==> src/rtl/rx_lane_arbiter_pkg.sv <==
// -----------------------------------------------------------------------------
// rx_lane_arbiter_pkg
// Shared definitions for the receive lane arbiter:
//   - default byte width, per-lane FIFO depth and pointer width
//   - lane count and lane index width
//   - output-stage FSM state encoding
//   - round-robin grant helper used by the arbiter
// -----------------------------------------------------------------------------
package rx_lane_arbiter_pkg;

   localparam int DATA_W    = 8;
   localparam int DEPTH     = 4;
   localparam int ADDR_W    = 2;
   localparam int NUM_LANES = 4;
   localparam int LANE_W    = 2;

   typedef enum logic {
      ST_EMPTY  = 1'b0,
      ST_LOADED = 1'b1
   } arb_state_t;

   typedef struct packed {
      logic              found;
      logic [LANE_W-1:0] lane;
   } grant_t;

   // Pick the first requesting lane after 'last' (last+1 .. last+4, mod 4).
   // The loop walks from the farthest candidate to the nearest so the nearest
   // requester overwrites the others and wins.
   function automatic grant_t rr_pick(input logic [NUM_LANES-1:0] req,
                                      input logic [LANE_W-1:0]    last);
      grant_t            g;
      logic [LANE_W-1:0] idx;
      g.found = 1'b0;
      g.lane  = last;
      for (int k = NUM_LANES; k >= 1; k--) begin
         idx     = last + LANE_W'(k);
         g.found = g.found | req[idx];
         g.lane  = req[idx] ? idx : g.lane;
      end
      return g;
   endfunction

endpackage

==> src/rtl/rx_lane_arbiter_fifo.sv <==
// -----------------------------------------------------------------------------
// lane_fifo
// Single-lane synchronous FIFO with a sticky overflow flag.
// Ports:
//   clk      - block clock
//   reset    - synchronous active-low reset (pointers and overflow cleared)
//   push     - write request; dropped (and overflow set) when full without pop
//   din      - write data
//   pop      - read request; ignored while empty
//   dout     - head-of-FIFO data (combinational from read pointer)
//   full     - DEPTH entries held
//   empty    - zero entries held
//   overflow - sticky: a pushed byte was dropped since reset
// -----------------------------------------------------------------------------
module lane_fifo #(
   parameter int DATA_W = rx_lane_arbiter_pkg::DATA_W,
   parameter int DEPTH  = rx_lane_arbiter_pkg::DEPTH,
   parameter int ADDR_W = rx_lane_arbiter_pkg::ADDR_W
) (
   input  logic              clk,
   input  logic              reset,
   input  logic              push,
   input  logic [DATA_W-1:0] din,
   input  logic              pop,
   output logic [DATA_W-1:0] dout,
   output logic              full,
   output logic              empty,
   output logic              overflow
);

   logic [DATA_W-1:0] mem_r [DEPTH];
   logic [ADDR_W:0]   wr_ptr_r;
   logic [ADDR_W:0]   rd_ptr_r;
   logic [ADDR_W:0]   count_s;
   logic              rd_en_s;
   logic              wr_en_s;
   logic              overflow_r;

   // Extra pointer MSB separates the full and empty cases on wrap-around.
   assign count_s  = wr_ptr_r - rd_ptr_r;
   assign full     = (count_s == (ADDR_W+1)'(DEPTH));
   assign empty    = (count_s == {(ADDR_W+1){1'b0}});
   // A pop frees a slot in the same cycle, so a full lane still accepts a push.
   assign rd_en_s  = pop & ~empty;
   assign wr_en_s  = push & (~full | rd_en_s);
   assign dout     = mem_r[rd_ptr_r[ADDR_W-1:0]];
   assign overflow = overflow_r;

   // Pointer and sticky overflow update
   always_ff @(posedge clk) begin
      if (!reset) begin
         wr_ptr_r   <= {(ADDR_W+1){1'b0}};
         rd_ptr_r   <= {(ADDR_W+1){1'b0}};
         overflow_r <= 1'b0;
      end else begin
         if (wr_en_s) begin
            wr_ptr_r <= wr_ptr_r + (ADDR_W+1)'(1);
         end
         if (rd_en_s) begin
            rd_ptr_r <= rd_ptr_r + (ADDR_W+1)'(1);
         end
         if (push & ~wr_en_s) begin
            overflow_r <= 1'b1;
         end
      end
   end

   // Storage write; contents need no reset because the pointers define validity
   always_ff @(posedge clk) begin
      if (reset && wr_en_s) begin
         mem_r[wr_ptr_r[ADDR_W-1:0]] <= din;
      end
   end

endmodule

==> src/rtl/rx_lane_arbiter.sv <==
// -----------------------------------------------------------------------------
// rx_lane_arbiter
// Buffers the four recovered PHY byte lanes in per-lane FIFOs and merges them
// round-robin into one registered byte stream with a valid/ready handshake.
// Ports:
//   clk, reset                 - block clock, synchronous active-low reset
//   data_in0..3, valid_in0..3  - recovered lane bytes and their qualifiers
//   ready_in                   - downstream accepts data_out this cycle
//   data_out, lane_id          - merged registered byte and its source lane
//   valid_out                  - data_out/lane_id hold a valid byte
//   full, empty                - per-lane FIFO status (bit N = lane N)
//   overflow                   - per-lane sticky dropped-byte flag
// -----------------------------------------------------------------------------
module rx_lane_arbiter #(
   parameter int DATA_W = rx_lane_arbiter_pkg::DATA_W,
   parameter int DEPTH  = rx_lane_arbiter_pkg::DEPTH,
   parameter int ADDR_W = rx_lane_arbiter_pkg::ADDR_W
) (
   input  logic              clk,
   input  logic              reset,
   input  logic [DATA_W-1:0] data_in0,
   input  logic [DATA_W-1:0] data_in1,
   input  logic [DATA_W-1:0] data_in2,
   input  logic [DATA_W-1:0] data_in3,
   input  logic              valid_in0,
   input  logic              valid_in1,
   input  logic              valid_in2,
   input  logic              valid_in3,
   input  logic              ready_in,
   output logic [DATA_W-1:0] data_out,
   output logic              valid_out,
   output logic [1:0]        lane_id,
   output logic [3:0]        full,
   output logic [3:0]        empty,
   output logic [3:0]        overflow
);

   import rx_lane_arbiter_pkg::*;

   logic [DATA_W-1:0]    din_s  [NUM_LANES];
   logic [DATA_W-1:0]    dout_s [NUM_LANES];
   logic [NUM_LANES-1:0] push_s;
   logic [NUM_LANES-1:0] pop_s;

   arb_state_t           state_r;
   arb_state_t           state_nx_s;
   logic [DATA_W-1:0]    data_r;
   logic [DATA_W-1:0]    data_nx_s;
   logic [LANE_W-1:0]    lane_r;
   logic [LANE_W-1:0]    lane_nx_s;
   logic [LANE_W-1:0]    last_grant_r;
   logic [LANE_W-1:0]    last_grant_nx_s;
   grant_t               grant_s;
   logic                 load_s;

   assign din_s[0] = data_in0;
   assign din_s[1] = data_in1;
   assign din_s[2] = data_in2;
   assign din_s[3] = data_in3;
   assign push_s   = {valid_in3, valid_in2, valid_in1, valid_in0};

   for (genvar g = 0; g < NUM_LANES; g++) begin : g_lane
      lane_fifo #(
         .DATA_W (DATA_W),
         .DEPTH  (DEPTH),
         .ADDR_W (ADDR_W)
      ) u_fifo (
         .clk      (clk),
         .reset    (reset),
         .push     (push_s[g]),
         .din      (din_s[g]),
         .pop      (pop_s[g]),
         .dout     (dout_s[g]),
         .full     (full[g]),
         .empty    (empty[g]),
         .overflow (overflow[g])
      );
   end

   // Grant is based on FIFO state before this cycle's writes land.
   assign grant_s = rr_pick(~empty, last_grant_r);

   // Output FSM: next state, load decision and pop request
   always_comb begin
      state_nx_s      = state_r;
      data_nx_s       = data_r;
      lane_nx_s       = lane_r;
      last_grant_nx_s = last_grant_r;
      load_s          = 1'b0;
      pop_s           = {NUM_LANES{1'b0}};
      case (state_r)
         ST_EMPTY: begin
            if (grant_s.found) begin
               load_s = 1'b1;
            end else begin
               state_nx_s = ST_EMPTY;
            end
         end
         ST_LOADED: begin
            if (ready_in) begin
               if (grant_s.found) begin
                  load_s = 1'b1;
               end else begin
                  state_nx_s = ST_EMPTY;
               end
            end else begin
               state_nx_s = ST_LOADED;
            end
         end
         default: begin
            state_nx_s = ST_EMPTY;
         end
      endcase
      if (load_s) begin
         state_nx_s      = ST_LOADED;
         data_nx_s       = dout_s[grant_s.lane];
         lane_nx_s       = grant_s.lane;
         last_grant_nx_s = grant_s.lane;
         pop_s           = {{(NUM_LANES-1){1'b0}}, 1'b1} << grant_s.lane;
      end else begin
         pop_s = {NUM_LANES{1'b0}};
      end
   end

   // FSM state register
   always_ff @(posedge clk) begin
      if (!reset) begin
         state_r <= ST_EMPTY;
      end else begin
         state_r <= state_nx_s;
      end
   end

   // Registered output byte, lane tag and round-robin pointer
   always_ff @(posedge clk) begin
      if (!reset) begin
         data_r       <= {DATA_W{1'b0}};
         lane_r       <= {LANE_W{1'b0}};
         last_grant_r <= 2'd3;
      end else begin
         data_r       <= data_nx_s;
         lane_r       <= lane_nx_s;
         last_grant_r <= last_grant_nx_s;
      end
   end

   assign data_out  = data_r;
   assign lane_id   = lane_r;
   assign valid_out = (state_r == ST_LOADED);

endmodule

==> config.mk <==
export PLATFORM = sky130hd
export DESIGN_NAME = rx_lane_arbiter
export DESIGN_NICKNAME = d
export VERILOG_FILES = /design/src/rtl/rx_lane_arbiter_pkg.sv /design/src/rtl/rx_lane_arbiter_fifo.sv /design/src/rtl/rx_lane_arbiter.sv
export SDC_FILE = /design/constraint.sdc
export NUM_CORES = 1
export LEC_CHECK = 0
export BUFFER_PORTS_ARGS = -buffer_cell sky130_fd_sc_hd__buf_2
export CORE_MARGIN = 1
export CORE_UTILIZATION = 37
export CTS_CLUSTER_DIAMETER = 200
export CTS_CLUSTER_SIZE = 14
export DETAILED_ROUTE_END_ITERATION = 8
export HOLD_SLACK_MARGIN = 0.06
export SLEW_MARGIN = 20
export SYNTH_ARGS = -nofsm -noshare
export SYNTH_HDL_FRONTEND = slang
export SYNTH_SLANG_ARGS = --single-unit
==> constraint.sdc <==
create_clock -name clk -period 4.71 [get_ports clk]
set_input_delay 0.2355 -clock clk [delete_from_list [all_inputs] [get_ports clk]]
set_output_delay 0.2355 -clock clk [all_outputs]
set_load 0.01 [all_outputs]
# Word level (Yosys, flattened, before mapping)
# Memories as Yosys holds them, arrays and structs flattened. A register that Yosys moved wholly into a read port is not among the register bits.
# Index checks and enable logic that the tools add are counted.
# Widths: inputs -> output; s select.
# word_totals
regBits	41
ram_bits	128
inputBits	39
output_inout_bits	23
elab_cells	124
mem_count	4
# op_classes
n_addsub	15
order_cmp	5
n_eq_ne	4
shifts	1
mux	37
bitwise_logic	34
reduce_logical	8
# memory_table
memory	words	width	read_ports	rd_clocked_by_memory_dff	write_ports	line_no	source
g_lane[0].u_fifo.mem_r	4	8	1	1	1	rx_lane_arbiter_fifo.sv:31	logic [DATA_W-1:0] mem_r [DEPTH];
g_lane[1].u_fifo.mem_r	4	8	1	1	1	rx_lane_arbiter_fifo.sv:31	
g_lane[2].u_fifo.mem_r	4	8	1	1	1	rx_lane_arbiter_fifo.sv:31	
g_lane[3].u_fifo.mem_r	4	8	1	1	1	rx_lane_arbiter_fifo.sv:31	
# op_table
cell	n
$add 3x1->3 const B	8
$mux 2	11
$bmux 8 s2	1
$mux 1	16
$mux 8	2
$not 1->1	13
$and 1x1->1	12
$eq 3x3->1 const B	4
$logic_not 3->1	4
$lt 2x3->1 const B	4
$sub 3x3->3	4
$bmux 1 s2	4
$or 1x1->1	7
$add 2x2->2 const B	2
$logic_and 1x1->1	4
$mux 4	1
$not 4->4	1
$pmux 1 s2	2
$shl 1x2->4 const A	1
$ge 3x3->1 const B	1
$not 2->3	1
$add 2x1->2 const B	1

# Longest topological paths before layout
# Gate-level depths: netlist (run 1).
# logic_depth
depth_word	18
ltp_mapped	12
depth_no_buf	10

# Modules after synthesis
# A second synthesis (run 1) with hierarchy kept.
# unflattened
hier_cells	536
hier_area_um2	7911.3
# modules_own_cells
mod	n_inst	cells_each	area_each_um2	seq_area_each_um2
lane_fifo	4	112	1778.0	1141.1
rx_lane_arbiter	1	88	799.5	260.2

# Worst setup path after synthesis (run 1)
# No wires, ideal clock.
# synth_path
kind	flip-flop to flip-flop
startpoint	reg g_lane[0].u_fifo.wr_ptr_r[0]
endpoint	mem g_lane[0].u_fifo.mem_r[1][0], enable pin
setup_time_ns	0.332
t_arrival_ns	2.641
required_time_ns	4.378
setup_slack_ns	1.738
stages_incl_launch_ff	12
n_path_buf	2
period_less_slack_ns	2.972
path_cell_list	dfxtp_1 -> inv_1 -> ha_1 -> nor2b_1 -> xnor2_1 -> nor4_2 -> a31o_1 -> buf_6 -> or4_4 -> buf_6 -> o21ai_2 -> and3_1
# synth_via
elab_chain_len	18
elab_cells_between_ends	31
classes_between	1 x add/sub; 1 x eq/ne; 1 x shift; 17 x mux; 9 x bitwise; 2 x reduce/logical
# synth_lines
item	line_no	source
from (decl)	rx_lane_arbiter_fifo.sv:32	logic [ADDR_W:0] wr_ptr_r;
from (signal assigned)	rx_lane_arbiter_fifo.sv:52	wr_ptr_r <= {(ADDR_W+1){1'b0}};
from (signal assigned)	rx_lane_arbiter_fifo.sv:57	wr_ptr_r <= wr_ptr_r + (ADDR_W+1)'(1);
$sub 3x3->3	rx_lane_arbiter_fifo.sv:40	assign count_s = wr_ptr_r - rd_ptr_r;
$logic_not 3->1	rx_lane_arbiter_fifo.sv:42	assign empty = (count_s == {(ADDR_W+1){1'b0}});
$not 4->4	rx_lane_arbiter.sv:81	assign grant_s = rr_pick(~empty, last_grant_r);
$bmux 1 s2 (on tied branches)	--	
$mux 1 (on tied branches)	--	
$or 1x1->1 (3 in a row)	rx_lane_arbiter_pkg.sv:38	g.found = g.found | req[idx];
$mux 1	rx_lane_arbiter.sv:93, rx_lane_arbiter.sv:101	
$mux 1	rx_lane_arbiter.sv:100	if (ready_in) begin
$pmux 1 s2	rx_lane_arbiter.sv:91	case (state_r)
$mux 4	rx_lane_arbiter.sv:114	if (load_s) begin
$and 1x1->1	rx_lane_arbiter_fifo.sv:44	assign rd_en_s = pop & ~empty;
$or 1x1->1	rx_lane_arbiter_fifo.sv:45	assign wr_en_s = push & (~full | rd_en_s);
$and 1x1->1	rx_lane_arbiter_fifo.sv:45	
$logic_and 1x1->1	rx_lane_arbiter_fifo.sv:70	if (reset && wr_en_s) begin
$mux 1	rx_lane_arbiter_fifo.sv:70	
$mux 1 (implied by the code)	rx_lane_arbiter_fifo.sv:71	mem_r[wr_ptr_r[ADDR_W-1:0]] <= din;
to (decl)	rx_lane_arbiter_fifo.sv:31	
# Parallel ways exist; a longest one is shown, timed or not. The select of a mux whose other input is x is not followed.

# Final worst setup path (run 1)
# layout_path
startpoint	reg g_lane[0].u_fifo.wr_ptr_r[0]
endpoint	mem g_lane[2].u_fifo.mem_r[0][4], enable pin
# layout_via
elab_chain_len	18
elab_cells_between_ends	28
classes_between	1 x add/sub; 1 x shift; 17 x mux; 7 x bitwise; 2 x reduce/logical
# layout_lines
item	line_no
$sub 3x3->3 (*)	rx_lane_arbiter_fifo.sv:40
$logic_not 3->1 (*)	rx_lane_arbiter_fifo.sv:42
$not 4->4 (*)	rx_lane_arbiter.sv:81
$bmux 1 s2 (on tied branches)	--
$mux 1 (on tied branches)	--
$or 1x1->1 (3 in a row)	rx_lane_arbiter_pkg.sv:38
$mux 1	rx_lane_arbiter.sv:93, rx_lane_arbiter.sv:101
$mux 1	rx_lane_arbiter.sv:100
$pmux 1 s2	rx_lane_arbiter.sv:91
$mux 4 (*)	rx_lane_arbiter.sv:114
$and 1x1->1 (*)	rx_lane_arbiter_fifo.sv:44
$or 1x1->1 (*)	rx_lane_arbiter_fifo.sv:45
$and 1x1->1 (*)	rx_lane_arbiter_fifo.sv:45
$logic_and 1x1->1 (*)	rx_lane_arbiter_fifo.sv:70
$mux 1 (*)	rx_lane_arbiter_fifo.sv:70
$mux 1 (implied by the code) (*)	rx_lane_arbiter_fifo.sv:71
to (decl)	rx_lane_arbiter_fifo.sv:31
# Mark *: on every way between the ends. The rest lies on a longest branch, timed or not. The select of a mux whose other input is x is not followed.

==> results.py, run 1 <==
metrics = {
    "routing": {
        "vias": 4531,
        "wl_per_cell_um": 17.9,
        "drt_iter0_drc": 406,
        "antenna_left": 0,
        "dr.pass1.iters": 4,
        "drc_errors": 0,
        "vias_per_cell": 5.11,
        "routed_wirelength_um": 15900,
    },
    "setup_path": {
        "start_kind": "register",
        "crit_arrival_ns": 3.83,
        "slowest_delay_ns": 0.63,
        "required_ns": 4.77,
        "cp_max_fo": 19,
        "crit_buf_inv": 1,
        "crit_family": "compound AO/OA/AOI/OAI gates",
        "criticalPathCategory": "reg2reg",
        "cp-end-kind": "register",
        "reg2reg_from": "g_lane[0].u_fifo.wr_ptr_r[0]$_SDFFE_PN0N_",
        "crit_path_cell_trace": "inv_1 > ha_1 > nor2b_1 > xnor2_1 > nor4_2 > a31o_1 > a21oi_1 > a21oi_1 > nor2_1",
        "crit_top_cell": "a21oi_1",
        "crit_start": "g_lane[0].u_fifo.wr_ptr_r[0]$_SDFFE_PN0N_",
        "crit_slowest_cell": "nor2_1",
    },
    "run": {
        "maxCapViolations": 0,
    },
    "clocking": {
        "path_clk_slew_ns": 0.07,
        "cts_tree": "built",
        "clk_latency_ns": 0.43,
        "clk_path_buf_depth": 2,
        "htreeDepth": 4,
        "cts-root-buf": "clkbuf_16",
        "cts_resized": 0,
        "numCtsBuffers": 17,
        "cts_sinks": 177,
    },
    "synthesis": {
        "synth_xor_area_share_pct": 1.14,
        "syn_nets": 595,
        "synth_top_area_cell": "edfxtp_1",
        "synth_cell_types": 52,
        "ys_top_cells_by_area": "edfxtp_1, dfxtp_1, mux4_2",
        "syn_inst": 528,
        "synth-seq-cells": 177,
        "synthFlopType": "edfxtp_1",
        "synthMuxAreaShare_pct": 13.0,
        "synthAdderAreaFrac_pct": 4.56,
        "syn_avg_cell_area_um2": 14.5,
        "async_reset_ff_share_pct": 0,
        "synth_edf_count": 128,
        "seq_area_frac_synth_pct": 62.8,
        "synth_simple_gate_area_share_pct": 7.92,
        "synth_compound_area_share_pct": 6.63,
        "synth_top_family_by_area": "multiplexers",
        "ys_warn_count": 0,
        "synth_area_um2": 7680,
        "synth_top_area_share_pct": 50.0,
    },
    "worst_hold_path": {
        "hold_path_class": "in2reg",
        "hp-start": "valid_in1",
    },
    "sta": {
        "final.setup_skew_ns": 0.0118,
        "rsz0062_at_grt": "false",
        "fin_crit_sh_pct": 80.0,
        "worst_slack_ns": 0.942,
        "setup-violations-final": 0,
        "finalMaxSlewViolations": 0,
        "hold_violations": 0,
        "fmax_mhz": 265,
        "worst_pin_slew_ns": 0.896,
        "relSlewSlack_pct": 39.5,
        "timing.final.crit_period_ns": 3.77,
        "fin_setup_tns_ns": 0,
    },
    "global_routing": {
        "antenna_found_initial": 0,
        "grt_pass1_wl_um": 25600,
        "grt-ovfl-total": 0,
        "grt_max_degree": 38,
        "grtUsageTotal_pct": 15.8,
        "grt_pass1_vias": 4709,
    },
    "status": {
        "status": "completed",
    },
    "final_layout": {
        "ff_latch_area_um2": 4820,
        "diodes": 0,
        "layout.nets": 671,
        "multi_input_area_um2": 2560,
        "syn_to_final_growth_pct": 17.6,
        "fillers": 1848,
        "drive_gt1_share_pct": 21.4,
    },
    "die": {
        "die_height_um": 146,
        "dieArea_um2": 21300,
        "core-area_um2": 20300,
        "pin_count": 62,
        "fp-row-count": 52,
        "die_w_um": 146,
        "initial_utilization_pct": 37.8,
    },
    "pwr": {
        "total_power_mw": 5.54,
        "leakagePower_nw": 3.28,
        "ir_worst_vdd_uv": 340,
        "power_per_cell_area_nw_per_um2": 613,
    },
    "placement": {
        "gp_congestion": 0.878,
        "dp_slack_ns": 0.936,
        "dp_hpwl_um": 11400,
        "portBuffers": 61,
    },
}
==> logic make-up (layout without fill, tap and decap cells) <==
| logic type | Yosys count | after routing |
|---|---|---|
| buffers and inverters | 61 | 150 |
| flip-flops | 177 | 177 |
| XOR/XNOR | 10 | 10 |
| adder cells (fa/ha/maj) | 28 | 28 |
| multiplexers | 60 | 60 |
| AND/OR/NAND/NOR | 117 | 117 |
| AO/OA/AOI/OAI | 75 | 75 |
==> layer usage <==
layer  track usage [%]  part of all wire (%)  vias to the layer above
li1                  -                     -                     2171
met1              20.6                    46                     2257
met2              26.4                    50                       88
met3              3.69                   3.3                       15
met4              4.53                   1.1                        0
met5                 0                     0                        -
==> state kept, by name (all words and copies together) (netlist names), named ones only <==
| name | cells |
|---|---|
| last_grant_r | 2 |
| g_lane.u_fifo.rd_ptr_r | 12 |
| g_lane.u_fifo.wr_ptr_r | 12 |
| g_lane.u_fifo.overflow | 4 |
| data_out | 8 |
| valid_out | 1 |
| lane_id | 2 |
| g_lane.u_fifo.mem_r | 128 |
==> cell usage after synthesis, types with 4 or more instances <==
cell type and number:
a211oi_1 4, a21oi_1 23, and3_1 14, buf_1 8, buf_4 12, clkbuf_1 13, dfxtp_1 49, edfxtp_1 128
ha_1 28, inv_1 22, mux2i_1 28, mux4_2 32, nand2_1 33, nand2b_1 7, nand3_1 26, nor2_1 12
nor2b_1 7, o211ai_1 4, o21ai_0 12, o221ai_1 8, o31ai_1 4, or3_1 4, xnor2_1 7
==> final cells by class <==
cell class                 count  share of cell area, %
clock buffer                  17                   4.71
clock inverter                15                   1.77
inverter                      22                  0.914
multi-input combinational    290                   28.3
sequential                   177                   53.4
tap                          270                   3.74
timing repair buffer          96                   7.17
==> timing repair <==
action,in CTS,in global routing
hold buffers,32,0
buffers inserted,0,0
endpoints found under the hold margin,128,0
==> worst min-delay path: stages <==
cell	delay, ns
buf_2	0.13
o311ai_0	0.09
a21oi_1	0.07
==> stage by stage <==
step | cell area (um^2) | hold slack (ns) | utilization, % | std cells
after CTS | 9030 | 0.126 | 44.5 | 887
after global routing | 9030 | 0.164 | 44.5 | 887
after global placement | 8130 | 0.446 | 40.0 | 823
final | 9030 | 0.149 | 44.5 | 887
after floorplan | 7680 | 0.334 | - | 528
after detailed placement | 8130 | 0.453 | 40.0 | 823
==> worst paths after layout <==
kind                            slack, ns                                      to  cells past startpoint
worst max-delay path                 0.94  g_lane[2].u_fifo.mem_r[0][4]$_DFFE_PP_                      9
worst min-delay path                 0.15  g_lane[1].u_fifo.overflow$_SDFFE_PN0P_                      3
worst max register to register       0.94  g_lane[2].u_fifo.mem_r[0][4]$_DFFE_PP_                      9
worst min register to register       0.45  g_lane[3].u_fifo.overflow$_SDFFE_PN0P_                      2
==> cell usage in the layout (no fill, tap or decap), types with 3 or more instances in the layout <==
master,synthesis,layout
or3_1,4,4
buf_2,3,61
mux4_2,32,32
clkinv_4,0,6
edfxtp_1,128,128
dlygate4sd3_1,0,32
o31ai_1,4,4
nand4_1,3,3
ha_1,28,28
nor2_1,12,12
o221ai_1,8,8
xnor2_1,7,7
nand3_1,26,26
mux2i_1,28,28
xor2_1,3,3
and3_1,14,14
a21oi_1,23,23
inv_1,22,22
nand2b_1,7,7
o21ai_0,12,11
clkbuf_16,0,17
nor2b_1,7,7
nand2_1,33,33
dfxtp_1,49,49
o211ai_1,4,4
a211oi_1,4,4
buf_4,12,3
inv_6,0,3
and2_1,3,3
==> report_power, final <==
part | leakage [nW] | switching (mW) | internal (mW)
Sequential | 1.56 | 0.171 | 1.92
Combinational | 1.43 | 1.28 | 0.777
Clock | 0.286 | 0.603 | 0.787
(Power assumes the default switching activity.)
==> run 2, diff against run 1 <==
clock period = 3.95 ns   (was 4.71 ns; I/O delays follow)
==> run 2 against run 1 <==
Compared with the run above:
- clock power is 21% higher
- maximum frequency grew 13%
- sequential power increased by 20%
- register-to-register slack lost 0.33 ns
- via count grew 1.1%
- flip-flop and latch count unchanged
- power increased by 21%
- combinational power increased by 22%
- setup slack lost 0.33 ns
==> results.py, run 2 (synthesis results as in run 1) <==
metrics = {
    "clocking": {
        "htreeDepth": 4,
        "clk_latency_ns": 0.43,
        "cts-root-buf": "clkbuf_16",
        "cts_sinks": 177,
        "cts_hold_buf": 32,
        "cts_resized": 0,
        "numCtsBuffers": 17,
        "path_clk_slew_ns": 0.07,
        "clk_path_buf_depth": 2,
        "post_cts_buffers": 0,
        "cts_tree": "built",
    },
    "routing": {
        "routed_wirelength_um": 15800,
        "vias_per_cell": 5.14,
        "vias": 4579,
        "wl_per_cell_um": 17.8,
        "dr.pass1.iters": 5,
        "antenna_left": 0,
        "drc_errors": 0,
        "drt_iter0_drc": 288,
    },
    "placement": {
        "portBuffers": 61,
        "gp_congestion": 0.805,
        "dp_slack_ns": 0.664,
        "dp_hpwl_um": 11300,
    },
    "die": {
        "initial_utilization_pct": 37.8,
        "dieArea_um2": 21300,
        "die_height_um": 146,
        "pin_count": 62,
        "core-area_um2": 20300,
        "fp-row-count": 52,
        "die_w_um": 146,
    },
    "global_routing": {
        "antenna_found_initial": 0,
        "grt_max_degree": 43,
        "grt-ovfl-total": 0,
        "grtUsageTotal_pct": 15.3,
        "grt_pass1_wl_um": 24600,
        "grt_pass1_vias": 4573,
    },
    "setup_path": {
        "crit_path_cell_trace": "inv_1 > ha_1 > nor2b_1 > xnor2_1 > nor4_2 > a31o_1 > or4_4 > o21ai_2 > and3_1",
        "crit_arrival_ns": 3.40,
        "slowest_delay_ns": 0.51,
        "r2r_slack_ns": 0.62,
        "required_ns": 4.02,
        "crit_buf_inv": 1,
        "criticalPathCategory": "reg2reg",
        "crit_slowest_cell": "or4_4",
        "reg2reg_from": "g_lane[0].u_fifo.wr_ptr_r[0]$_SDFFE_PN0N_",
        "cp-end-kind": "register",
        "start_kind": "register",
        "r2r_end": "g_lane[0].u_fifo.mem_r[2][6]$_DFFE_PP_",
        "crit_family": "simple AND/OR/NAND/NOR gates",
        "ff2ff_path_depth": 9,
        "cp_max_fo": 9,
    },
    "worst_hold_path": {
        "whs_endpoint": "g_lane[0].u_fifo.overflow$_SDFFE_PN0P_",
        "holdPathStages": 3,
        "hp-start": "valid_in0",
        "hold_path_class": "in2reg",
    },
    "sta": {
        "finalMaxSlewViolations": 0,
        "setup-violations-final": 0,
        "worst_pin_slew_ns": 0.952,
        "fmax_mhz": 300,
        "relSlewSlack_pct": 35.7,
        "rsz0062_at_grt": "false",
        "fin_hold_ws_ns": 0.116,
        "worst_slack_ns": 0.616,
        "fin_crit_sh_pct": 84.4,
        "hold_violations": 0,
        "final.setup_skew_ns": 0.00988,
        "timing.final.crit_period_ns": 3.33,
        "fin_setup_tns_ns": 0,
    },
    "status": {
        "status": "completed",
    },
    "final_layout": {
        "ff_latch_area_um2": 4820,
        "layout.nets": 674,
        "mostFrequentLayoutCell": "edfxtp_1",
        "syn_to_final_growth_pct": 18.1,
        "diodes": 0,
        "largest_reg_flops": 128,
        "fillers": 1803,
        "multi_input_area_um2": 2560,
        "layout_common_cells": "edfxtp_1, buf_2, dfxtp_1",
        "drive_gt1_share_pct": 21.9,
    },
    "run": {
        "maxCapViolations": 0,
    },
    "pwr": {
        "power_per_cell_area_nw_per_um2": 737,
        "total_power_mw": 6.68,
        "leakagePower_nw": 3.29,
        "ir_worst_vdd_uv": 470,
    },
}
[run 2: cell count changes in the layout (fill, tap and decap cells not counted)]
cell	change
inv_8	+3
clkinv_1	-1
clkinv_4	-5
buf_4	+3
clkinvlp_4	+3
clkinv_2	-1
inv_6	+1
[run 2: per-stage QoR]
| stage | std cells | utilization, % | area, um^2 |
|---|---|---|---|
| floorplan | 528 | - | 7680 |
| CTS | 890 | 44.7 | 9070 |
| detailed placement | 826 | 40.2 | 8150 |
| global route | 890 | 44.7 | 9070 |
| global placement | 826 | 40.2 | 8150 |
| finish | 890 | 44.7 | 9070 |
[run 2: worst max-delay path by stage]
stage / from / end / slack [ns] / cells past startpoint
after global routing: g_lane[0].u_fifo.wr_ptr_r[0]$_SDFFE_PN0N_ / g_lane[0].u_fifo.mem_r[3][3]$_DFFE_PP_ / 0.36 / 9
after CTS: g_lane[0].u_fifo.wr_ptr_r[0]$_SDFFE_PN0N_ / g_lane[0].u_fifo.mem_r[2][3]$_DFFE_PP_ / 0.63 / 9
after global placement: g_lane[0].u_fifo.wr_ptr_r[0]$_SDFFE_PN0N_ / g_lane[2].u_fifo.mem_r[0][4]$_DFFE_PP_ / 0.73 / 10
after floorplan: g_lane[0].u_fifo.wr_ptr_r[0]$_SDFFE_PN0N_ / g_lane[0].u_fifo.mem_r[1][0]$_DFFE_PP_ / 0.98 / 11
final: g_lane[0].u_fifo.wr_ptr_r[0]$_SDFFE_PN0N_ / g_lane[0].u_fifo.mem_r[2][6]$_DFFE_PP_ / 0.62 / 9
after detailed placement: g_lane[0].u_fifo.wr_ptr_r[0]$_SDFFE_PN0N_ / g_lane[0].u_fifo.mem_r[2][7]$_DFFE_PP_ / 0.66 / 9
[run 2: tightest hold or removal path, cell delays in order]
cell and delay, ns:
buf_2 0.14, o211ai_1 0.09, a21oi_1 0.07
[run 2: where the power goes]
part           internal [mW]  switching [mW]
clock                  0.951           0.724
sequential              2.29           0.204
combinational          0.963            1.54
[run 2: layout make-up]
class / instances / area share [%]
repair buffers: 99 / 7.39
multi-input cells: 290 / 28.2
well taps: 270 / 3.72
inverters: 22 / 0.910
clock buffers: 17 / 4.69
flip-flops and latches: 177 / 53.2
clock inverters: 15 / 1.90
[run 2: layer usage]
metal	vias to the layer above	share of wire (%)	global-route usage, %	wire [um]
met5	-	0	0	0
met1	2279	46	20.6	7330
met2	114	49	24.7	7750
met3	8	3.8	3.41	596
li1	2178	-	-	-
met4	0	0.95	4.95	151
==> run 3, diff against run 2 <==
ABC_AREA = 1   (was unset)
clock period = 3.5 ns   (was 3.95 ns; I/O delays follow)
==> run 3 against run 2 <==
Compared with the run above:
- worst hold slack worse by 0.037 ns
- critical path depth grew 6
- clock skew increased by 0.0025 ns
- global-route usage increased by 1.4 points
- clock power increased by 14%
- flip-flop and latch count did not move
- count of clock-buffer cells in the layout stayed put
- final area is 7.1% higher
- setup slack lost 0.15 ns
- die area up 7.1%
- largest cell class unchanged
==> results.py, run 3 <==
metrics = {
    "status": {
        "status": "completed",
    },
    "setup_path": {
        "required_ns": 3.64,
        "r2r_slack_ns": 0.47,
        "crit_buf_inv": 3,
        "cp-end-kind": "register",
        "crit_start": "g_lane[0].u_fifo.rd_ptr_r[1]$_SDFFE_PN0P_",
        "criticalPathCategory": "reg2reg",
        "cp-endpoint": "g_lane[1].u_fifo.mem_r[0][4]$_DFFE_PP_",
        "start_kind": "register",
        "crit_family": "simple AND/OR/NAND/NOR gates",
        "ff2ff_path_depth": 15,
        "crit_slowest_cell": "dfxtp_1",
        "r2r_end": "g_lane[1].u_fifo.mem_r[0][4]$_DFFE_PP_",
        "crit_arrival_ns": 3.17,
        "crit_path_cell_trace": "inv_1 > ha_1 > a21oi_1 > nand2_2 > nand3_4 > o21ai_0 > nand2_1 > nor2_1 > nor2_4 > buf_4 > nand3_4 > nand2_2 > nand3_1 > nor2_1 > buf_4",
        "cp_max_fo": 17,
        "slowest_delay_ns": 0.34,
        "path_depth": 15,
        "reg2reg_from": "g_lane[0].u_fifo.rd_ptr_r[1]$_SDFFE_PN0P_",
    },
    "die": {
        "die_height_um": 151,
        "die_w_um": 151,
        "core-area_um2": 21800,
        "fp-row-count": 54,
        "dieArea_um2": 22900,
        "initial_utilization_pct": 37.7,
        "pin_count": 62,
    },
    "synthesis": {
        "synth_edf_count": 128,
        "ys_top_cells_by_area": "edfxtp_1, dfxtp_1, nand2_1",
        "yosysMostFrequentCell": "nand2_1",
        "async_reset_ff_share_pct": 0,
        "ys_warn_count": 0,
        "syn_avg_cell_area_um2": 10.2,
        "seq_area_frac_synth_pct": 58.6,
        "syn_inst": 808,
        "synth_area_um2": 8230,
        "synthFlopType": "edfxtp_1",
        "synth-seq-cells": 177,
        "synth_cell_types": 32,
        "synth_top_area_share_pct": 46.7,
        "syn_nets": 875,
        "synth_top_area_cell": "edfxtp_1",
        "synthTopCellsByCount": "nand2_1, edfxtp_1, inv_1, a21oi_1, nand3_1",
    },
    "placement": {
        "portBuffers": 61,
        "dp_cells": 1127,
        "gp_congestion": 0.844,
        "dp_hpwl_um": 13300,
        "post_dp_cell_area_um2": 8760,
    },
    "final_layout": {
        "diodes": 0,
        "drive_gt1_share_pct": 17.6,
        "final_util_pct": 44.5,
        "mostFrequentLayoutCell": "nand2_1",
        "stdcell_count": 1194,
        "layout.nets": 968,
        "largest_reg_flops": 128,
        "syn_to_final_growth_pct": 17.9,
        "fin_area_um2": 9710,
        "layout_common_cells": "nand2_1, edfxtp_1, inv_1",
    },
    "sta": {
        "timing.final.crit_period_ns": 3.03,
        "rsz0062_at_grt": "false",
        "relSlewSlack_pct": 49.0,
        "final.setup_skew_ns": 0.0124,
        "fin_hold_ws_ns": 0.0781,
        "fin_setup_tns_ns": 0,
        "worst_pin_slew_ns": 0.764,
        "fin_crit_sh_pct": 86.5,
        "finalMaxSlewViolations": 0,
        "setup-violations-final": 0,
        "hold_violations": 0,
        "fmax_mhz": 330,
    },
    "clocking": {
        "clk_path_buf_depth": 2,
        "cts_tree": "built",
        "cts_hold_buf": 35,
        "clk_latency_ns": 0.43,
        "cts_sinks": 177,
        "post_cts_buffers": 0,
        "cts_resized": 0,
        "cts-root-buf": "clkbuf_16",
        "htreeDepth": 4,
        "numCtsBuffers": 17,
        "path_clk_slew_ns": 0.07,
    },
    "pwr": {
        "leakagePower_nw": 4.02,
        "power_per_cell_area_nw_per_um2": 826,
        "ir_worst_vdd_uv": 453,
    },
    "global_routing": {
        "grtUsageTotal_pct": 16.7,
        "grt-ovfl-total": 0,
        "grt_pass1_vias": 5340,
        "grt_pass1_wl_um": 28200,
        "antenna_found_initial": 0,
        "grt_max_degree": 24,
    },
    "routing": {
        "routed_wirelength_um": 17900,
        "vias_per_cell": 4.74,
        "wl_per_cell_um": 15.0,
        "antenna_left": 0,
        "drc_errors": 0,
        "drt_iter0_drc": 408,
        "vias": 5665,
        "dr.pass1.iters": 5,
    },
    "worst_hold_path": {
        "hold_path_class": "in2reg",
        "holdPathStages": 3,
    },
    "run": {
        "maxCapViolations": 0,
    },
}
## run 3: worst min-delay path, delay by kind of cell
| family | cells | cell delay (ns) |
|---|---|---|
| AO/OA/AOI/OAI | 1 | 0.06 |
| AND/OR/NAND/NOR | 1 | 0.09 |
| buffers and inverters | 1 | 0.14 |
## run 3: kinds of logic (layout without fill, tap and decap cells)
| group | after synthesis | in the layout | synth area share, % |
|---|---|---|---|
| and+or+nand+nor | 344 | 344 | 20.0 |
| adders and majority gates | 28 | 28 | 4.26 |
| DFF | 177 | 177 | 58.6 |
| buffers and inverters | 135 | 241 | 7.71 |
| AOI/OAI and AO/OA | 118 | 118 | 8.83 |
| xor gates and xnor gates | 6 | 6 | 0.638 |
## run 3: layout make-up
cell class                 instances  area, um^2
multi-input combinational        496        2770
timing repair buffer             116         806
inverter                          93         359
sequential                       177        4820
tap                              280         350
fill                            2076       12100
clock buffer                      17         425
clock inverter                    15         171
## run 3: worst min path at each step
stage | startpoint | end | slack [ns]
5_1_grt | valid_in0 | g_lane[0].u_fifo.wr_ptr_r[2]$_SDFFE_PN0N_ | 0.08
3_5_place_dp | data_in2[7] | g_lane[2].u_fifo.mem_r[3][7]$_DFFE_PP_ | 0.40
6_report | valid_in0 | g_lane[0].u_fifo.wr_ptr_r[1]$_SDFFE_PN0N_ | 0.08
2_1_floorplan | data_in0[0] | g_lane[0].u_fifo.mem_r[0][0]$_DFFE_PP_ | 0.27
4_1_cts | valid_in0 | g_lane[0].u_fifo.wr_ptr_r[1]$_SDFFE_PN0N_ | 0.06
3_3_place_gp | data_in2[0] | g_lane[2].u_fifo.mem_r[2][0]$_DFFE_PP_ | 0.40
## run 3: power breakdown
group,internal [mW],switching (mW)
combinational,1.13,2.26
sequential,2.51,0.210
clock,1.07,0.830
## run 3: metrics by stage
stage	total power, mW	setup WS, ns
CTS	8.07	0.497
finish	8.02	0.471
floorplan	5.58	0.739
global route	8.60	0.192
detailed placement	6.14	0.507
global placement	6.11	0.569
## run 3: per-layer routing
metal | vias to the layer above | share of wire [%] | track usage [%]
li1 | 2921 | - | -
met1 | 2588 | 48 | 22.2
met2 | 132 | 46 | 27.0
met3 | 24 | 4.1 | 3.04
met4 | 0 | 2.0 | 6.80
met5 | - | 0 | 0
